===== src/rtl/load_store_unit.sv =====
// Load/store unit: initiator side of a word-organised, big-endian data memory.
// Handles byte/halfword/word loads with extension and sub-word stores by read-modify-write.
module load_store_unit #(
   parameter int unsigned MEM_WORDS = 256
) (
   input  logic        clk,
   input  logic        reset,
   input  logic        req_valid,
   output logic        req_ready,
   input  logic        req_store,
   input  logic [1:0]  req_size,
   input  logic        req_signed,
   input  logic [31:0] req_addr,
   input  logic [31:0] req_wdata,
   output logic        resp_valid,
   output logic [31:0] resp_rdata,
   output logic        resp_err,
   output logic [31:0] mem_address,
   output logic [31:0] mem_write_data,
   output logic        mem_write,
   output logic        mem_read,
   input  logic [31:0] mem_read_data
);

   typedef enum logic [1:0] {IDLE, READ, WRITE, RESP} state_t;

   localparam logic [32:0] MEM_BYTES = 33'(MEM_WORDS) * 33'd4;

   state_t      state_q, state_d;
   logic        store_q, store_d;
   logic [1:0]  size_q, size_d;
   logic        sext_q, sext_d;
   logic [31:0] addr_q, addr_d;
   logic [15:0] wdata_q, wdata_d;

   logic        resp_valid_q, resp_valid_d;
   logic        resp_err_q, resp_err_d;
   logic [31:0] resp_rdata_q, resp_rdata_d;
   logic [31:0] mem_address_q, mem_address_d;
   logic [31:0] mem_write_data_q, mem_write_data_d;
   logic        mem_write_q, mem_write_d;
   logic        mem_read_q, mem_read_d;

   logic        req_err;

   // Lane k of a big-endian word sits at bits [31-8k : 24-8k].
   function automatic logic [31:0] load_extract(input logic [31:0] word, input logic [1:0] size,
                                                input logic [1:0] off, input logic sext);
      logic [7:0]  b;
      logic [15:0] h;
      logic [31:0] r;
      case (off)
         2'd0:    b = word[31:24];
         2'd1:    b = word[23:16];
         2'd2:    b = word[15:8];
         default: b = word[7:0];
      endcase
      h = off[1] ? word[15:0] : word[31:16];
      case (size)
         2'b00:   r = sext ? {{24{b[7]}}, b} : {24'b0, b};
         2'b01:   r = sext ? {{16{h[15]}}, h} : {16'b0, h};
         default: r = word;
      endcase
      return r;
   endfunction

   function automatic logic [31:0] store_merge(input logic [31:0] word, input logic [15:0] wdata,
                                               input logic [1:0] size, input logic [1:0] off);
      logic [31:0] r;
      r = word;
      if (size == 2'b00) begin
         case (off)
            2'd0:    r[31:24] = wdata[7:0];
            2'd1:    r[23:16] = wdata[7:0];
            2'd2:    r[15:8]  = wdata[7:0];
            default: r[7:0]   = wdata[7:0];
         endcase
      end else if (off[1]) begin
         r[15:0] = wdata;
      end else begin
         r[31:16] = wdata;
      end
      return r;
   endfunction

   always_comb begin
      req_err = (req_size == 2'b11)
             || (req_size == 2'b01 && req_addr[0])
             || (req_size == 2'b10 && (req_addr[1:0] != 2'b00))
             || ({1'b0, req_addr} >= MEM_BYTES);
   end

   // Strobes and response fields default to zero so they are only ever high in their own state.
   always_comb begin
      state_d          = state_q;
      store_d          = store_q;
      size_d           = size_q;
      sext_d           = sext_q;
      addr_d           = addr_q;
      wdata_d          = wdata_q;
      resp_valid_d     = 1'b0;
      resp_err_d       = 1'b0;
      resp_rdata_d     = 32'h0;
      mem_address_d    = 32'h0;
      mem_write_data_d = 32'h0;
      mem_write_d      = 1'b0;
      mem_read_d       = 1'b0;
      case (state_q)
         IDLE: begin
            if (req_valid) begin
               store_d = req_store;
               size_d  = req_size;
               sext_d  = req_signed;
               addr_d  = req_addr;
               wdata_d = req_wdata[15:0];
               if (req_err) begin
                  state_d      = RESP;
                  resp_valid_d = 1'b1;
                  resp_err_d   = 1'b1;
               end else if (req_store && req_size == 2'b10) begin
                  state_d          = WRITE;
                  mem_write_d      = 1'b1;
                  mem_address_d    = {req_addr[31:2], 2'b00};
                  mem_write_data_d = req_wdata;
               end else begin
                  state_d       = READ;
                  mem_read_d    = 1'b1;
                  mem_address_d = {req_addr[31:2], 2'b00};
               end
            end
         end
         READ: begin
            if (store_q) begin
               state_d          = WRITE;
               mem_write_d      = 1'b1;
               mem_address_d    = {addr_q[31:2], 2'b00};
               mem_write_data_d = store_merge(mem_read_data, wdata_q, size_q, addr_q[1:0]);
            end else begin
               state_d      = RESP;
               resp_valid_d = 1'b1;
               resp_rdata_d = load_extract(mem_read_data, size_q, addr_q[1:0], sext_q);
            end
         end
         WRITE: begin
            state_d      = RESP;
            resp_valid_d = 1'b1;
         end
         default: begin
            state_d = IDLE;
         end
      endcase
   end

   // Asynchronous reset drops any strobe immediately, so a pending write never reaches memory.
   always_ff @(posedge clk or posedge reset) begin
      if (reset) begin
         state_q          <= IDLE;
         store_q          <= 1'b0;
         size_q           <= 2'b00;
         sext_q           <= 1'b0;
         addr_q           <= 32'h0;
         wdata_q          <= 16'h0;
         resp_valid_q     <= 1'b0;
         resp_err_q       <= 1'b0;
         resp_rdata_q     <= 32'h0;
         mem_address_q    <= 32'h0;
         mem_write_data_q <= 32'h0;
         mem_write_q      <= 1'b0;
         mem_read_q       <= 1'b0;
      end else begin
         state_q          <= state_d;
         store_q          <= store_d;
         size_q           <= size_d;
         sext_q           <= sext_d;
         addr_q           <= addr_d;
         wdata_q          <= wdata_d;
         resp_valid_q     <= resp_valid_d;
         resp_err_q       <= resp_err_d;
         resp_rdata_q     <= resp_rdata_d;
         mem_address_q    <= mem_address_d;
         mem_write_data_q <= mem_write_data_d;
         mem_write_q      <= mem_write_d;
         mem_read_q       <= mem_read_d;
      end
   end

   assign req_ready      = (state_q == IDLE) && !reset;
   assign resp_valid     = resp_valid_q;
   assign resp_err       = resp_err_q;
   assign resp_rdata     = resp_rdata_q;
   assign mem_address    = mem_address_q;
   assign mem_write_data = mem_write_data_q;
   assign mem_write      = mem_write_q;
   assign mem_read       = mem_read_q;

endmodule


===== config.mk =====
export PLATFORM = sky130hd
export DESIGN_NAME = load_store_unit
export DESIGN_NICKNAME = d
export VERILOG_FILES = /design/src/rtl/load_store_unit.sv
export SDC_FILE = /design/constraint.sdc
export NUM_CORES = 1
export LEC_CHECK = 0
export ABC_CLOCK_PERIOD_IN_PS = 15300
export CORE_ASPECT_RATIO = 2
export CORE_MARGIN = 4
export CORE_UTILIZATION = 30
export DETAILED_ROUTE_END_ITERATION = 7
export SLEW_MARGIN = 0
export SYNTH_ARGS = -nofsm -noshare
export SYNTH_HDL_FRONTEND = slang
export SYNTH_SLANG_ARGS = --single-unit

===== constraint.sdc =====
create_clock -name clk -period 15.3 [get_ports clk]
set_input_delay 3.06 -clock clk [delete_from_list [all_inputs] [get_ports clk]]
set_output_delay 3.06 -clock clk [all_outputs]
set_load 0.05 [all_outputs]

==> results.yml, run 1 <==
hold_path:
  holdCritStartpoint: "addr_q[25]$_DFFE_PP0P_"
  hold_class: "flip-flop to flip-flop"
  hold_path_end: "addr_q[25]$_DFFE_PP0P_"
  min_path_cells: 2
layout:
  areaGrowthSynthToFinish_pct: 42.6
  n_fill_cell: 2107
  fin_nets: 945
  utilization: 0.437
  final_layout_size_suffix_gt1_frac: 0.0787
  ff_latch_area_mm2: 0.00380
  multiInputGateArea_mm2: 0.00253
placement:
  place.gp.congestion: 0.803
  placement.io_buffers: 201
  detailedPlace.worstSlack_ns: 7.74
  dp_hpwl_um: 16300
yosys:
  yosysUniqueCellTypes: 45
  syn_inst: 662
  portion_of_the_post_synthesis_area_used_by_sequential_elements: 0.575
  avg_cell_area_syn_um2: 9.99
  synth_async_sr_flop_share: 1.00
  ys_warn_count: 0
  synth-main-ff-cell: "sky130_fd_sc_hd__dfrtp_1"
  ys_seq_elements: 152
  synth_enable_flop_cells: 0
  syn-cell-area_mm2: 0.00661
drt:
  vias: 5526
  drt-wirelength-per-cell_um: 19.5
  remaining_drc_errors: 0
  antenna_violation_net_count_after_detailed_routing: 0
  detailedRoute.firstPassIterationCount: 4
  finalWirelength_um: 21900
  detail_route.iter0.violations: 178
  route.detailed.vias_per_inst: 4.91
cts:
  clock-sinks: 152
  clock_path_buffers: 2
  clkSlewWorstSetupHoldPaths_ns: 0.06
  cts_made_buffers: 17
  cts_tree: "built"
  clkLatencyLatePin_ns: 0.43
  cts-hold-fix-buffers: 0
  cts-htree-levels: 4
  post_cts.resized_instances: 0
  postCtsSetupBuffers: 0
  ctsRootBufferMaster: "sky130_fd_sc_hd__clkbuf_16"
global_routing:
  grt_first_pass_wirelength_um: 33600
  overflow: 0
  grt_start_max_net_pins: 91
  grtUsageTotal: 0.183
  first_global_vias: 5887
  grt_antenna_before_repair: 3
timing:
  timing_worst_slew_pin_value_ns: 0.957
  final_max_slew_viol_count: 0
  max_slew_margin: 0.359
  skew_ns: 0.00573
  post-route-worst-setup-slack_ns: 7.75
  min_hold_slack_ns: 0.466
  fin_crit_ns: 7.55
  grt_setup_unrepaired: "false"
  hold_violations: 0
  timing.fmax_ghz: 0.132
  final_min_period_over_clock_period: 0.493
  tns_ns: 0
  finalSetupViolations: 0
power_and_ir_drop:
  cellLeakagePower_nw: 4.31
  share_seq_of_total_power: 0.324
  cell_internal_pwr_w: 0.00105
  power_frac_comb: 0.434
  power_w: 0.00182
  netSwitchingPower_w: 0.000776
  sw_frac_of_total: 0.426
  clkPwrFrac: 0.241
  vdd_drop_max_mv: 0.0969
  cellPowerDensity_mw_per_mm2: 193
die:
  coreArea_mm2: 0.0216
  design.portCount: 204
  initial_core_util: 0.306
  die_y_um: 218
  die_width_um: 113
  die_area_mm2: 0.0246
  rows: 76
critical_path:
  crit_chain: "clkdlybuf4s50_1 > nor2b_1 > clkdlybuf4s50_1"
  critical_path_s_largest_stage_delay_ns: 0.80
  timing.rr.start: "size_q[0]$_DFFE_PP0P_"
  crit_slowest_cell: "sky130_fd_sc_hd__clkdlybuf4s50_1"
  arrival_ns: 4.49
  critical_path.most_common_cell: "sky130_fd_sc_hd__clkdlybuf4s50_1"
  r2r_end: "resp_rdata[20]$_DFF_PP0_"
  path_buf_inv: 2
  nature_of_the_critical_path_endpoint: "output pin"
  critPathMaxFanout: 2
  setup_slack_of_the_most_critical_reg_to_reg_path_ns: 12.73
  required_time_at_the_endpoint_of_the_critical_path_ns: 12.24
  timing.setup.critical_path_class: "input pin to output pin"
  timing.critical_path.max_delay_family: "buffers and inverters"
  cp_startpoint_kind: "input pin"
  timing.reg2reg.worst_path_depth: 4
job:
  cap_violations: 0
outcome:
  run_status: "finished clean"
state kept, by name (all words and copies together) (netlist names):
name and cells:
resp_valid 1, mem_read 1, sext_q 1, mem_address 30
resp_rdata 32, state_q 2, mem_write_data 32, wdata_q 16
store_q 1, mem_write 1, addr_q 32, size_q 2
resp_err 1
worst max path at each step:
stage	start	end	slack, ns	cells after the start
6_report	reset	req_ready	7.75	3
5_1_grt	reset	req_ready	7.69	3
4_1_cts	reset	req_ready	7.74	3
3_5_place_dp	reset	req_ready	7.74	3
3_3_place_gp	reset	req_ready	7.74	3
2_1_floorplan	reset	addr_q[0]$_DFFE_PP0P_	8.15	1
per-layer routing:
layer / track usage / vias to the layer above / routed length (um)
li1: - / 2630 / -
met3: 0.0436 / 48 / 1090
met2: 0.339 / 175 / 12200
met4: 0.114 / 2 / 1140
met5: 0 / - / 20
met1: 0.179 / 2671 / 7480
layout by cell type, fill, tap and decap left out, types with 2 or more instances in the layout:
cell type / netlist / routed
sky130_fd_sc_hd__nor3_1: 2 / 2
sky130_fd_sc_hd__a21o_1: 9 / 9
sky130_fd_sc_hd__buf_4: 3 / 9
sky130_fd_sc_hd__nor2_1: 16 / 16
sky130_fd_sc_hd__nor4_1: 6 / 6
sky130_fd_sc_hd__a21oi_1: 13 / 13
sky130_fd_sc_hd__o221ai_1: 8 / 8
sky130_fd_sc_hd__a221oi_1: 8 / 8
sky130_fd_sc_hd__clkinvlp_4: 0 / 3
sky130_fd_sc_hd__conb_1: 1 / 2
sky130_fd_sc_hd__or2_2: 2 / 2
sky130_fd_sc_hd__inv_1: 13 / 12
sky130_fd_sc_hd__a211oi_2: 9 / 9
sky130_fd_sc_hd__clkinv_2: 0 / 3
sky130_fd_sc_hd__clkbuf_16: 0 / 17
sky130_fd_sc_hd__inv_6: 0 / 2
sky130_fd_sc_hd__nand2b_1: 5 / 5
sky130_fd_sc_hd__clkdlybuf4s50_1: 0 / 201
sky130_fd_sc_hd__and3_1: 22 / 22
sky130_fd_sc_hd__nor2b_1: 3 / 3
sky130_fd_sc_hd__o22ai_1: 16 / 16
sky130_fd_sc_hd__or3b_1: 2 / 2
sky130_fd_sc_hd__o211ai_1: 9 / 9
sky130_fd_sc_hd__a32o_1: 8 / 8
sky130_fd_sc_hd__dfrtp_1: 152 / 152
sky130_fd_sc_hd__ha_1: 4 / 4
sky130_fd_sc_hd__clkbuf_8: 0 / 3
sky130_fd_sc_hd__mux2_2: 8 / 8
sky130_fd_sc_hd__a211oi_1: 8 / 8
sky130_fd_sc_hd__diode_2: 0 / 2
sky130_fd_sc_hd__a22oi_1: 7 / 7
sky130_fd_sc_hd__nand2_1: 205 / 204
sky130_fd_sc_hd__a22o_1: 7 / 7
sky130_fd_sc_hd__o21ai_1: 2 / 2
sky130_fd_sc_hd__bufinv_16: 0 / 3
sky130_fd_sc_hd__mux2i_1: 18 / 18
sky130_fd_sc_hd__o21ai_0: 33 / 33
tightest hold or removal path: stages, from the launching register on:
cell and delay, ns:
sky130_fd_sc_hd__dfrtp_1 0.33, sky130_fd_sc_hd__nand2_1 0.05, sky130_fd_sc_hd__nand2_1 0.05
cell type report:
type | instances | share of cell area
well taps | 273 | 0.0362
multi-input cells | 444 | 0.268
clock buffers | 21 | 0.0499
diodes | 2 | 0.000531
flip-flops and latches | 152 | 0.404
repair buffers | 210 | 0.221
clock inverters | 11 | 0.0154
inverters | 13 | 0.00571
logic make-up after synthesis:
| group | share of synthesized area |
|---|---|
| DFF | 0.575 |
| buffers and inverters | 0.0435 |
| and+or+nand+nor | 0.172 |
| other | 0.000567 |
| muxes | 0.0409 |
| adders and majority gates | 0.00757 |
| AOI/OAI and AO/OA | 0.160 |
synth_stat cells, types with 8 or more instances:
| library cell | instances | area, um^2 |
|---|---|---|
| sky130_fd_sc_hd__and3_1 | 22 | 138 |
| sky130_fd_sc_hd__inv_1 | 13 | 48.8 |
| sky130_fd_sc_hd__nor2_1 | 16 | 60.1 |
| sky130_fd_sc_hd__dfrtp_1 | 152 | 3800 |
| sky130_fd_sc_hd__a32o_1 | 8 | 80.1 |
| sky130_fd_sc_hd__o21ai_0 | 33 | 165 |
| sky130_fd_sc_hd__o211ai_1 | 9 | 67.6 |
| sky130_fd_sc_hd__clkbuf_1 | 35 | 131 |
| sky130_fd_sc_hd__mux2i_1 | 18 | 180 |
| sky130_fd_sc_hd__o22ai_1 | 16 | 100 |
| sky130_fd_sc_hd__a21o_1 | 9 | 67.6 |
| sky130_fd_sc_hd__nand2_1 | 205 | 769 |
| sky130_fd_sc_hd__mux2_2 | 8 | 90.1 |
| sky130_fd_sc_hd__a221oi_1 | 8 | 70.1 |
| sky130_fd_sc_hd__a211oi_1 | 8 | 60.1 |
| sky130_fd_sc_hd__a21oi_1 | 13 | 65.1 |
| sky130_fd_sc_hd__o221ai_1 | 8 | 70.1 |
| sky130_fd_sc_hd__a211oi_2 | 9 | 113 |
stage by stage:
stage | instance area [um^2] | std cells
final | 9430 | 1126
after global routing | 9420 | 1125
after CTS | 9420 | 1124
after detailed placement | 8800 | 1092
after global placement | 8800 | 1092
after floorplan | 6610 | 663
power by group through the flow:
stage	clock network (W)	logic (W)	registers, W
final	0.000440	0.000792	0.000591
after global routing	0.000468	0.000859	0.000605
after CTS	0.000451	0.000801	0.000591
after detailed placement	0	0.000798	0.000598
after global placement	0	0.000790	0.000595
after floorplan	0	0.000385	0.000748
(Power assumes the default switching activity.)
==> run 2, diff against run 1 <==
--- a/config.mk
+++ b/config.mk
@@ -5,7 +5,7 @@
 export SDC_FILE = /design/constraint.sdc
 export NUM_CORES = 1
 export LEC_CHECK = 0
-export ABC_CLOCK_PERIOD_IN_PS = 15300
+export ABC_CLOCK_PERIOD_IN_PS = 6900
 export CORE_ASPECT_RATIO = 2
 export CORE_MARGIN = 4
 export CORE_UTILIZATION = 30
==> constraint.sdc (replaced) <==
create_clock -name clk -period 6.9 [get_ports clk]
set_input_delay 1.38 -clock clk [delete_from_list [all_inputs] [get_ports clk]]
set_output_delay 1.38 -clock clk [all_outputs]
set_load 0.05 [all_outputs]
==> results.yml, run 2 (same netlist as run 1, synthesis figures left out) <==
die:
  die_area_mm2: 0.0246
  rows: 76
  die_y_um: 218
  die_width_um: 113
  initial_core_util: 0.306
  design.portCount: 204
  coreArea_mm2: 0.0216
job:
  cap_violations: 0
power_and_ir_drop:
  power_frac_comb: 0.445
  share_seq_of_total_power: 0.332
  vdd_drop_max_mv: 0.189
  cell_internal_pwr_w: 0.00223
  sw_frac_of_total: 0.436
  cellPowerDensity_mw_per_mm2: 422
  netSwitchingPower_w: 0.00172
  cellLeakagePower_nw: 4.28
  clkPwrFrac: 0.223
critical_path:
  crit_chain: "clkdlybuf4s50_1 > nor2b_1 > clkdlybuf4s50_1"
  required_time_at_the_endpoint_of_the_critical_path_ns: 5.52
  cp_startpoint_kind: "input pin"
  setup_slack_of_the_most_critical_reg_to_reg_path_ns: 4.31
  arrival_ns: 2.81
  nature_of_the_critical_path_endpoint: "output pin"
  timing.setup.critical_path_class: "input pin to output pin"
  critical_path.most_common_cell: "sky130_fd_sc_hd__clkdlybuf4s50_1"
  crit_slowest_cell: "sky130_fd_sc_hd__clkdlybuf4s50_1"
  critPathMaxFanout: 2
  critical_path_s_largest_stage_delay_ns: 0.81
cts:
  clkSlewWorstSetupHoldPaths_ns: 0.06
  clock_path_buffers: 2
  post_cts.resized_instances: 0
  cts_tree: "built"
  clkLatencyLatePin_ns: 0.43
  cts-htree-levels: 4
  cts_made_buffers: 17
  ctsRootBufferMaster: "sky130_fd_sc_hd__clkbuf_16"
  cts-hold-fix-buffers: 0
  clock-sinks: 152
  postCtsSetupBuffers: 0
hold_path:
  hold_class: "flip-flop to flip-flop"
drt:
  detail_route.iter0.violations: 250
  detailedRoute.firstPassIterationCount: 6
  drt-wirelength-per-cell_um: 19.7
  finalWirelength_um: 22100
  vias: 5512
  remaining_drc_errors: 0
  route.detailed.vias_per_inst: 4.89
  antenna_violation_net_count_after_detailed_routing: 0
timing:
  tns_ns: 0
  post-route-worst-setup-slack_ns: 2.71
  hold_violations: 0
  timing_worst_slew_pin_value_ns: 0.966
  grt_setup_unrepaired: "false"
  skew_ns: 0.0150
  fin_crit_ns: 4.19
  max_slew_margin: 0.353
  final_max_slew_viol_count: 0
  timing.fmax_ghz: 0.239
  finalSetupViolations: 0
  final_min_period_over_clock_period: 0.607
placement:
  place.gp.congestion: 0.818
  dp_hpwl_um: 16500
  detailedPlace.worstSlack_ns: 2.70
  dpl_cell_area_mm2: 0.00881
  placement.io_buffers: 201
layout:
  most-common-layout-cells: "sky130_fd_sc_hd__nand2_1 (204), sky130_fd_sc_hd__clkdlybuf4s50_1 (201), sky130_fd_sc_hd__dfrtp_1 (152), sky130_fd_sc_hd__o21ai_0 (33), sky130_fd_sc_hd__and3_1 (22)"
  layout_commonest_cell: "sky130_fd_sc_hd__nand2_1"
  final_layout_size_suffix_gt1_frac: 0.0775
  areaGrowthSynthToFinish_pct: 41.7
  final_area_mm2: 0.00937
  fin_nets: 946
global_routing:
  overflow: 0
  grt_antenna_before_repair: 3
  grtUsageTotal: 0.179
  grt_start_max_net_pins: 55
  grt_first_pass_wirelength_um: 33200
  first_global_vias: 5782
outcome:
  run_status: "finished clean"
run 2: worst paths after layout:
path | start | endpoint | depth (start not counted)
hold reg to reg | addr_q[31]$_DFFE_PP0P_ | addr_q[31]$_DFFE_PP0P_ | 2
max in group asynchronous | reset | addr_q[9]$_DFFE_PP0P_ | 3
setup / recovery | reset | req_ready | 3
min in group asynchronous | reset | mem_write_data[4]$_DFF_PP0_ | 2
setup reg to reg | size_q[0]$_DFFE_PP0P_ | resp_rdata[20]$_DFF_PP0_ | 4
hold / removal | addr_q[31]$_DFFE_PP0P_ | addr_q[31]$_DFFE_PP0P_ | 2
run 2: critical path, delay by kind of cell:
kind	cells	cell delay, ns
buffers and inverters	2	1.30
AND/OR/NAND/NOR	1	0.13
run 2: routing by layer:
metal | part of all wire | track usage | routed length, um
met1 | 0.34 | 0.178 | 7520
met2 | 0.57 | 0.340 | 12600
met3 | 0.050 | 0.0428 | 1110
met4 | 0.041 | 0.0895 | 903
met5 | 0.00077 | 0 | 17
run 2: cell type report:
| cell class | instances | area, um^2 |
|---|---|---|
| repair buffers | 211 | 2090 |
| clock buffers | 21 | 450 |
| fillers | 2093 | 12200 |
| well taps | 273 | 342 |
| flip-flops and latches | 152 | 3800 |
| diodes | 2 | 5.00 |
| inverters | 13 | 53.8 |
| clock inverters | 11 | 101 |
| multi-input cells | 444 | 2530 |
run 2: power groups by stage:
stage                     Clock [W]  Combinational, W  Sequential (W)
after global routing       0.000940           0.00190         0.00134
after floorplan                   0          0.000854         0.00166
after detailed placement          0           0.00177         0.00133
final                      0.000881           0.00176         0.00131
after CTS                  0.000904           0.00178         0.00131
after global placement            0           0.00176         0.00132
run 2: stage by stage:
stage	utilization	std cells	hold slack [ns]	power (W)
after floorplan	-	663	0.439	0.00251
after global placement	0.408	1093	0.450	0.00308
after detailed placement	0.408	1093	0.455	0.00310
after CTS	0.434	1125	0.470	0.00399
after global routing	0.434	1127	0.487	0.00418
final	0.434	1127	0.467	0.00395
==> run 3, diff against run 2 <==
--- a/config.mk
+++ b/config.mk
@@ -5,7 +5,7 @@
 export SDC_FILE = /design/constraint.sdc
 export NUM_CORES = 1
 export LEC_CHECK = 0
-export ABC_CLOCK_PERIOD_IN_PS = 6900
+export ABC_CLOCK_PERIOD_IN_PS = 3500
 export CORE_ASPECT_RATIO = 2
 export CORE_MARGIN = 4
 export CORE_UTILIZATION = 30
==> constraint.sdc (replaced) <==
create_clock -name clk -period 3.5 [get_ports clk]
set_input_delay 0.7 -clock clk [delete_from_list [all_inputs] [get_ports clk]]
set_output_delay 0.7 -clock clk [all_outputs]
set_load 0.05 [all_outputs]
==> results.yml, run 3 (same netlist as run 1, synthesis figures left out) <==
outcome:
  run_status: "finished clean"
die:
  die_y_um: 218
  die_area_mm2: 0.0246
  die_width_um: 113
  design.portCount: 204
  rows: 76
  coreArea_mm2: 0.0216
  initial_core_util: 0.306
cts:
  cts_made_buffers: 17
  cts-hold-fix-buffers: 0
  clkSlewWorstSetupHoldPaths_ns: 0.06
  clock-sinks: 152
  cts_tree: "built"
  cts-htree-levels: 4
  postCtsSetupBuffers: 0
  post_cts.resized_instances: 0
  clock_path_buffers: 2
  clkLatencyLatePin_ns: 0.43
  ctsRootBufferMaster: "sky130_fd_sc_hd__clkbuf_16"
power_and_ir_drop:
  cell_internal_pwr_w: 0.00455
  cellLeakagePower_nw: 4.33
  power_w: 0.00794
  share_seq_of_total_power: 0.325
  sw_frac_of_total: 0.427
  netSwitchingPower_w: 0.00339
  clkPwrFrac: 0.232
  power_frac_comb: 0.443
  cellPowerDensity_mw_per_mm2: 837
  vdd_drop_max_mv: 0.383
drt:
  detailedRoute.firstPassIterationCount: 6
  drt-wirelength-per-cell_um: 19.5
  detail_route.iter0.violations: 203
  vias: 5547
  finalWirelength_um: 22100
  antenna_violation_net_count_after_detailed_routing: 0
  remaining_drc_errors: 0
  route.detailed.vias_per_inst: 4.90
critical_path:
  setup_slack_of_the_most_critical_reg_to_reg_path_ns: 1.18
  timing.setup.critical_path_class: "flip-flop to output pin"
  required_time_at_the_endpoint_of_the_critical_path_ns: 2.80
  arrival_ns: 2.21
  nature_of_the_critical_path_endpoint: "output pin"
  critPathMaxFanout: 5
  cp_startpoint_kind: "flip-flop"
layout:
  multiInputGateArea_mm2: 0.00253
  areaGrowthSynthToFinish_pct: 43.5
  fin_nets: 952
  utilization: 0.439
  most-common-layout-cells: "sky130_fd_sc_hd__nand2_1 (204), sky130_fd_sc_hd__clkdlybuf4s50_1 (201), sky130_fd_sc_hd__dfrtp_1 (152), sky130_fd_sc_hd__o21ai_0 (33), sky130_fd_sc_hd__and3_1 (22)"
  layout_commonest_cell: "sky130_fd_sc_hd__nand2_1"
  layout.cells.non_filler: 1133
  final_layout_size_suffix_gt1_frac: 0.0852
  ff_latch_area_mm2: 0.00380
  n_fill_cell: 2143
timing:
  hold_violations: 0
  final_max_slew_viol_count: 0
  max_slew_margin: 0.410
  grt_setup_unrepaired: "false"
  fin_crit_ns: 2.91
  timing.fmax_ghz: 0.344
  skew_ns: 0.0136
  timing_worst_slew_pin_value_ns: 0.885
  tns_ns: 0
  finalSetupViolations: 0
  post-route-worst-setup-slack_ns: 0.591
  final_min_period_over_clock_period: 0.831
global_routing:
  use_met1: 0.177
  grtUsageTotal: 0.181
  grt_antenna_before_repair: 4
  overflow: 0
  global_route.usage.met3: 0.0458
  use_met2: 0.339
  first_global_vias: 5811
  grt_start_max_net_pins: 71
  global_route.peak_usage_layer: "met2"
  grt_first_pass_wirelength_um: 33400
placement:
  placement.io_buffers: 201
  dp_hpwl_um: 16600
  dpl.cell_count: 1099
  detailedPlace.worstSlack_ns: 0.611
  place.gp.congestion: 0.845
job:
  cap_violations: 0
hold_path:
  hold_class: "flip-flop to flip-flop"
## run 3: routing by layer
layer / vias to the layer above / wire [um]
met5: - / 12
met4: 2 / 1060
met3: 48 / 1070
met2: 174 / 12400
met1: 2684 / 7520
li1: 2639 / -
## run 3: worst paths after layout
kind | cells after the start | startpoint | endpoint
worst max-delay path | 4 | state_q[1]$_DFFE_PP0P_ | req_ready
worst min-delay path | 2 | addr_q[25]$_DFFE_PP0P_ | addr_q[25]$_DFFE_PP0P_
worst max register to register | 5 | addr_q[1]$_DFFE_PP0P_ | resp_rdata[28]$_DFF_PP0_
worst min register to register | 2 | addr_q[25]$_DFFE_PP0P_ | addr_q[25]$_DFFE_PP0P_
max in group asynchronous | 3 | reset | mem_write_data[13]$_DFF_PP0_
min in group asynchronous | 2 | reset | mem_address[16]$_DFF_PP0_
## run 3: area by class of cell
| type | instances | area share |
|---|---|---|
| sequential | 152 | 0.401 |
| multi-input combinational | 444 | 0.266 |
| timing repair buffer | 217 | 0.229 |
| clock buffer | 18 | 0.0452 |
| tap | 273 | 0.0360 |
| clock inverter | 13 | 0.0165 |
| inverter | 13 | 0.00554 |
| antenna | 3 | 0.000791 |
## run 3: worst max-delay path: stages (launching register included)
cell                              delay [ns]
sky130_fd_sc_hd__dfrtp_1                0.43
sky130_fd_sc_hd__inv_1                  0.10
sky130_fd_sc_hd__ha_1                   0.29
sky130_fd_sc_hd__nor2b_1                0.16
sky130_fd_sc_hd__clkdlybuf4s50_1        0.81
## run 3: power by group through the flow
stage / clock network, W / registers, W / logic [W]
final: 0.00185 / 0.00258 / 0.00352
after CTS: 0.00190 / 0.00258 / 0.00355
after detailed placement: 0 / 0.00261 / 0.00354
after global placement: 0 / 0.00260 / 0.00351
after global routing: 0.00197 / 0.00265 / 0.00379
after floorplan: 0 / 0.00327 / 0.00168
## run 3: through the flow
step | instance area [um^2] | hold slack [ns]
2_1_floorplan | 6620 | 0.439
3_3_place_gp | 8890 | 0.450
3_5_place_dp | 8890 | 0.455
4_1_cts | 9480 | 0.471
5_1_grt | 9480 | 0.478
6_report | 9490 | 0.468
